`src/rtl/memoria_instrucoes.sv`:
```
// memoria_instrucoes: 16 x 16-bit instruction memory with a registered read port.
// Define INSTR_MEM_WRITE_EN to build the writable RAM variant; otherwise it is a fixed-image ROM.
module memoria_instrucoes #(
    parameter int DATA_WIDTH = 16,
    parameter int ADDR_WIDTH = 4
) (
    input  logic                  Clock,
    input  logic                  Reset,
    input  logic                  Wren,
    input  logic [ADDR_WIDTH-1:0] Address,
    input  logic [DATA_WIDTH-1:0] Din,
    output logic [DATA_WIDTH-1:0] Q
);

    localparam int DEPTH = 1 << ADDR_WIDTH;
    localparam logic [DATA_WIDTH-1:0] IMAGE_BASE = DATA_WIDTH'(16'hA000);

    // Program image: every word is the base opcode with its own address in the low bits.
    function automatic logic [DATA_WIDTH-1:0] image_word(input logic [ADDR_WIDTH-1:0] addr);
        return IMAGE_BASE | DATA_WIDTH'(addr);
    endfunction

    logic [DATA_WIDTH-1:0] q_q;
    logic [DATA_WIDTH-1:0] q_d;

`ifdef INSTR_MEM_WRITE_EN

    logic [DATA_WIDTH-1:0] rd_word [DEPTH];

    generate
        for (genvar gi = 0; gi < DEPTH; gi++) begin : g_word
            logic [DATA_WIDTH-1:0] word_q;
            logic [DATA_WIDTH-1:0] word_d;

            // Reset reloads the image and takes priority over a write on the same edge.
            always_comb begin
                word_d = word_q;
                if (Reset) begin
                    word_d = image_word(ADDR_WIDTH'(gi));
                end else if (Wren && (Address == ADDR_WIDTH'(gi))) begin
                    word_d = Din;
                end
            end

            always_ff @(posedge Clock) begin
                word_q <= word_d;
            end

            assign rd_word[gi] = word_q;
        end
    endgenerate

    // Write-first: the word being written is what appears on Q at the write edge.
    always_comb begin
        q_d = rd_word[Address];
        if (Reset) begin
            q_d = '0;
        end else if (Wren) begin
            q_d = Din;
        end
    end

`else

    // Contents are fixed, so the read is just the image word; Wren and Din are ignored.
    logic unused_rom_inputs;
    assign unused_rom_inputs = ^{Wren, Din};

    always_comb begin
        q_d = image_word(Address);
        if (Reset) begin
            q_d = '0;
        end
    end

`endif

    always_ff @(posedge Clock) begin
        q_q <= q_d;
    end

    assign Q = q_q;

endmodule

```
`config.mk`:
```
export PLATFORM = sky130hd
export DESIGN_NAME = memoria_instrucoes
export DESIGN_NICKNAME = d
export VERILOG_FILES = /design/src/rtl/memoria_instrucoes.sv
export SDC_FILE = /design/constraint.sdc
export NUM_CORES = 1
export LEC_CHECK = 0
export CORE_AREA = 2 2 39 41
export CTS_CLUSTER_SIZE = 28
export DETAILED_ROUTE_END_ITERATION = 8
export DIE_AREA = 0 0 41 43
export GPL_TIMING_DRIVEN = 0
export HOLD_SLACK_MARGIN = 0.1
export PLACE_DENSITY = 0.69
export SYNTH_ARGS = -nofsm -noshare
export SYNTH_HDL_FRONTEND = slang
export SYNTH_SLANG_ARGS = --single-unit
export TNS_END_PERCENT = 5
```
`constraint.sdc`:
```
create_clock -name Clock -period 0.8 [get_ports Clock]
set_clock_uncertainty 0.05 [all_clocks]
set_input_delay 0.2 -clock Clock [delete_from_list [all_inputs] [get_ports Clock]]
set_output_delay 0.2 -clock Clock [all_outputs]
set_load 0.05 [all_outputs]
```
======== Word-level counts from Yosys, hierarchy flattened ========
Index checks and enable logic that the tools add are counted.
Widths: inputs -> output; s select.
storage, ports and cells
  register bits ........................... 16
  output and inout port bits .............. 16
  word-level logic and storage cells ...... 3
operators by class
  multiplexer cells ....................... 1
operators by type and width
  kind     count
  $mux 16  1

======== Logic depth before layout (Yosys ltp) ========
Gate-level depths: netlist of the first run.
  depth in word-level cells ............... 1
  mapped depth ............................ 1
  gate-level depth less buffers ........... 1

======== Least setup slack after synthesis of the first run ========
No wires, ideal clock.
  path kind ............................... register -> output
  from .................................... reg Q[13] (netlist name)
  to ...................................... out Q[15]
  data arrival time ....................... 894 ps
  data required time ...................... 550 ps
  setup slack ............................. -344 ps
  stages on the path, launching flop included .. 2
  path through ............................ dfxtp_1 > buf_4
RTL lines
  element        line  text
  end, declared  12    output logic [DATA_WIDTH-1:0] Q

==> metrics.md, run 1 <==
| Metric | Value |
|---|---|
| Run status | finished, violations left |
| Failing checks | negative setup slack |
| Crit. End Element | output pin |
| Hold Path Class | input pin to register |
| Vias per cell | 2.71 |
| IO buf count | 11 |
| Crit path max fanout | 2 |
| Final Cycle Share | 134% |
| Combinational power share | 33.8% |
| Vias in the first global route | 137 |
| Row count | 14 |
| Final instance area | 444 µm² |
| Die footprint | 1760 µm² |
| Num CTS Buffers | 3 |
| Max-cap violations | 0 |
| Setup WS post-layout | -272 ps |
| Routed Antenna Nets | 0 |
| First-pass GRT wire length | 476 µm |
| Max reg flops | 5 |
| Largest net degree at the start of global routing | 6 |
| Initial Utilization | 15.6% |
| Dpl cells | 58 |
| Slowest-stage cell, CP | dfxtp_4 |
| Clock Power Share | 33.7% |
| RD Place Congestion | 0.531 |
| Switching Share | 33.7% |
| Area growth from synthesis to layout | 106% |
| Post-synthesis cell count | 22 |
| Most numerous cell in the Yosys netlist | buf_4 |
| # clock sinks | 5 |
| Max incr delay on CP | 340 ps |
| Net Switching | 283 µW |
| RSZ-0062 raised after global routing | yes |
| Share of the synthesized area in the top cell type | 46.5% |
| Kind of start point of the critical path | register |
| Cell Chain, Critical Path | buf_8 -> buf_8 |
| Post-route minimum period | 1070 ps |
| FFs w/ async S/R, synth | 0% |
| Clk root buf | clkbuf_4 |
| Max Clock Freq | 0.933 GHz |
| Setup bufs post-CTS | 0 |
| Pre-antenna DRT Iters | 1 |
| Syn. warnings | 0 |
| Internal | 557 µW |
| Top_reg_cell synth | dfxtp_1 |
| Leakage power | 0.228 nW |
| Cts hold-fix bufs | 0 |
| CP required | 550 ps |
| Worst-path clk slew | 40 ps |
| Starting DRT DRC Count | 0 |
| Final Util | 32.1% |
| Share of power burned in registers | 32.5% |
| Grt ovf | 0 |
| Library cells used by synthesis | 5 |
| Initial antenna violation count | 0 |
| DR vias | 168 |
| All-Layer GR Usage | 4.81% |
| Drt drc | 0 |
| Share of layout cells above drive strength 1 | 54.3% |
| Final WL | 372 µm |
| Die Height | 43 µm |
| Setup TNS | -1080 ps |
| Setup CP Type | register to output pin |
| CORE AREA | 1380 µm² |
| Synth Register Bits | 5 |
| Post-synthesis sequential area ratio | 46.5% |
| Non-Filler Instances | 62 |
| Most numerous cell on the critical path | buf_8 |
| Synthesized area per cell | 9.78 µm² |
| Arrival time at the worst endpoint | 820 ps |
| CTS tree | built |
| Htree depth | 1 |
| EDFF count, synth | 0 |
| Synth area leaders | dfxtp_1, buf_4, nor2b_1 |
| Number of gates resized after CTS | 46 |
| PD cells | 1890 nW/µm² |
| IO Pins | 39 |
| Area after DPL | 390 µm² |
| Max-slew violations | 0 |
| Maximum vdd drop | 0.000439 V |
| Top cell type by total area after synthesis | dfxtp_1 |
| Hold Vio Cnt, Final | 0 |
| Commonest cells post-synth | buf_4, dfxtp_1, nor2b_1 |
| Final setup viols | 6 |
| Layout net count | 70 |
| Die Span X | 41 µm |
| Antenna Cells | 0 |
| CTS max path bufs | 2 |
| Routed WL per cell | 6.00 µm |
| Syn Std Cell Area | 215 µm² |
==> critical path: cells and delay by family (launching register included) <==
kind,cells,cell delay (ps)
buffers and inverters,2,250
DFF,1,340
==> kinds of logic (layout without fill, tap and decap cells) <==
family | after synthesis | count (layout) | share of synthesized area [%]
and+or+nand+nor | 4 | 4 | 11.6
other | 1 | 10 | 1.74
DFF | 5 | 5 | 46.5
buffers and inverters | 12 | 27 | 40.1
==> placed cells by master, fill, tap and decap left out, drive strengths merged <==
cell type / n
clkbuf: 4
buf: 17
dfxtp: 5
clkdlybuf4s50: 5
conb: 10
inv: 1
nor2b: 4
==> layout make-up <==
| class | instances | area [µm²] |
|---|---|---|
| Multi-Input combinational cell | 14 | 62.6 |
| Sequential cell | 5 | 109 |
| Timing Repair Buffer | 11 | 133 |
| Tap cell | 16 | 20.0 |
| Buffer | 11 | 90.1 |
| Clock buffer | 4 | 26.3 |
| Inverter | 1 | 3.75 |
| Fill cell | 142 | 940 |
==> power by group through the flow <==
stage               logic (mW)  clock network (mW)  registers [mW]
floorplan                0.164                   0           0.319
global placement         0.267                   0           0.271
detailed placement       0.268                   0           0.271
CTS                      0.274               0.298           0.272
global route             0.296               0.310           0.274
finish                   0.284               0.283           0.273
==> worst paths after layout <==
path	from	end	slack (ps)	cells past startpoint
worst max-delay path	Q[13]	Q[15]	-270	2
worst min-delay path	Address[1]	Q[1]	460	2
==> metal layers <==
metal | vias to the layer above | GRT usage [%] | wire, µm | part of all wire [%]
met5 | - | 0 | 0 | 0
met4 | 0 | 8.00 | 0 | 0
met3 | 0 | 3.66 | 76 | 20
met2 | 15 | 6.88 | 195 | 52
met1 | 62 | 2.24 | 100 | 27
li1 | 91 | - | - | -
==> stage by stage <==
| step | hold WS, ps | setup slack (ps) | power, mW |
|---|---|---|---|
| floorplan | 206 | -41.5 | 0.483 |
| global placement | 716 | -638 | 0.538 |
| detailed placement | 717 | -640 | 0.540 |
| CTS | 454 | -282 | 0.843 |
| global route | 465 | -298 | 0.880 |
| finish | 461 | -272 | 0.840 |
(Power assumes the default switching activity.)
==> run 2, diff against run 1 <==
--- a/config.mk
+++ b/config.mk
@@ -6,6 +6,7 @@
 export NUM_CORES = 1
 export LEC_CHECK = 0
 export CORE_AREA = 2 2 39 41
+export CTS_BUF_LIST = sky130_fd_sc_hd__clkbuf_4
 export CTS_CLUSTER_SIZE = 28
 export DETAILED_ROUTE_END_ITERATION = 8
 export DIE_AREA = 0 0 41 43
==> run 2 against run 1 <==
Critical path depth unchanged. Largest cell class unchanged. Design area increased by 0.85%. Flip-flop and latch count unchanged. Sequential power about the same. The flow still finishes with violations (negative setup slack). Wire length increased by 1.6%. Critical path type unchanged. Global-route usage increased by 0.10 points. Core utilization increased by 0.27 points. Die area unchanged.
==> metrics.md, run 2 (synthesized netlist as in run 1, its figures left out) <==
| Metric | Value |
|---|---|
| Run status | finished, violations left |
| Failing checks | negative setup slack |
| Cell Chain, Critical Path | buf_8 -> buf_8 |
| Antenna Cells | 0 |
| Hold Slack | 460 ps |
| IO Pins | 39 |
| Largest net degree at the start of global routing | 6 |
| Routed WL per cell | 6.10 µm |
| Hold Path Class | input pin to register |
| Die Height | 43 µm |
| Cts hold-fix bufs | 0 |
| Pre-antenna DRT Iters | 1 |
| Slowest-stage cell, CP | dfxtp_4 |
| CTS max path bufs | 2 |
| IO buf count | 11 |
| Final setup viols | 6 |
| Hold Vio Cnt, Final | 0 |
| Non-Filler Instances | 62 |
| Max-slew violations | 0 |
| Hold Path Depth | 2 |
| Drt drc | 0 |
| Vias in the first global route | 139 |
| Num CTS Buffers | 3 |
| Layout net count | 70 |
| Commonest non-fill, non-tap cells in the layout | buf_4, conb_1, buf_8 |
| Maximum vdd drop | 0.000386 V |
| Final WL | 378 µm |
| Max-cap violations | 0 |
| Final Cycle Share | 134% |
| Die footprint | 1760 µm² |
| RSZ-0062 raised after global routing | yes |
| Dpl cells | 58 |
| Max incr delay on CP | 340 ps |
| Initial antenna violation count | 0 |
| Most common cell after layout, fill and taps aside | buf_4 |
| Row count | 14 |
| First-pass GRT wire length | 489 µm |
| Starting DRT DRC Count | 0 |
| Kind of start point of the critical path | register |
| Worst-path clk slew | 40 ps |
| Area growth from synthesis to layout | 108% |
| Clk root buf | clkbuf_4 |
| Htree depth | 1 |
| Post-route minimum period | 1070 ps |
| CP required | 550 ps |
| PD cells | 1960 nW/µm² |
| DR vias | 169 |
| All-Layer GR Usage | 4.91% |
| Vias per cell | 2.73 |
| CORE AREA | 1380 µm² |
| Crit. End Element | output pin |
| Setup CP Type | register to output pin |
| Crit path max fanout | 2 |
| Leakage power | 0.231 nW |
| Routed Antenna Nets | 0 |
| Setup WS pre-CTS | -640 ps |
| Setup WS post-layout | -272 ps |
| Arrival time at the worst endpoint | 820 ps |
| Grt ovf | 0 |
| Max Clock Freq | 0.933 GHz |
| RD Place Congestion | 0.531 |
| Most numerous cell on the critical path | buf_8 |
| CTS tree | built |
| Max reg flops | 5 |
| Share of layout cells above drive strength 1 | 56.5% |
| # clock sinks | 5 |
| Die Span X | 41 µm |
| Initial Utilization | 15.6% |
[run 2: changes by cell type in the layout (fill, tap and decap cells not counted)]
cell | previous run | this run
clkbuf_4 | 3 | 4
clkbuf_1 | 1 | 0
[run 2: timing repair]
item | 4_1_cts | 5_1_grt
setup endpoints to repair | 6 | 6
gates resized for setup | 46 | 4
buffers inserted | 0 | 0
[run 2: where the power goes]
group          switching, mW  internal, mW  leakage [nW]
sequential           0.00861         0.265        0.0432
clock                 0.0969         0.222        0.0184
combinational          0.179         0.105         0.169
total                  0.285         0.591         0.231
[run 2: layout make-up]
class	count	area [µm²]
multi-input cells	14	62.6
repair buffers	11	133
plain buffers	11	90.1
well taps	16	20.0
fillers	142	936
clock buffers	4	30.0
flip-flops and latches	5	109
inverters	1	3.75
[run 2: layer usage]
layer  vias up  global-route usage (%)  wire length (µm)
met4         0                    8.00                 0
li1         90                       -                 -
met2        15                    7.19               201
met5         -                       0                 0
met3         0                    3.66                76
met1        64                    2.24               101
[run 2: path summary, 6_finish.rpt]
check	start	to
max	Q[13]	Q[15]
min	Address[1]	Q[1]
[run 2: worst max-delay path, delay by kind of cell, from the launching register on]
kind | cells | cell delay, ps
DFF | 1 | 340
buffers and inverters | 2 | 250
[run 2: stage by stage]
| stage | area, µm² | total power [mW] | utilization (%) | setup TNS, ps |
|---|---|---|---|---|
| after floorplan | 260 | 0.483 | - | -191 |
| after global placement | 390 | 0.538 | 28.2 | -4130 |
| after detailed placement | 390 | 0.540 | 28.2 | -4170 |
| after CTS | 433 | 0.882 | 31.3 | -1160 |
| after global routing | 448 | 0.921 | 32.4 | -1240 |
| final | 448 | 0.876 | 32.4 | -1080 |
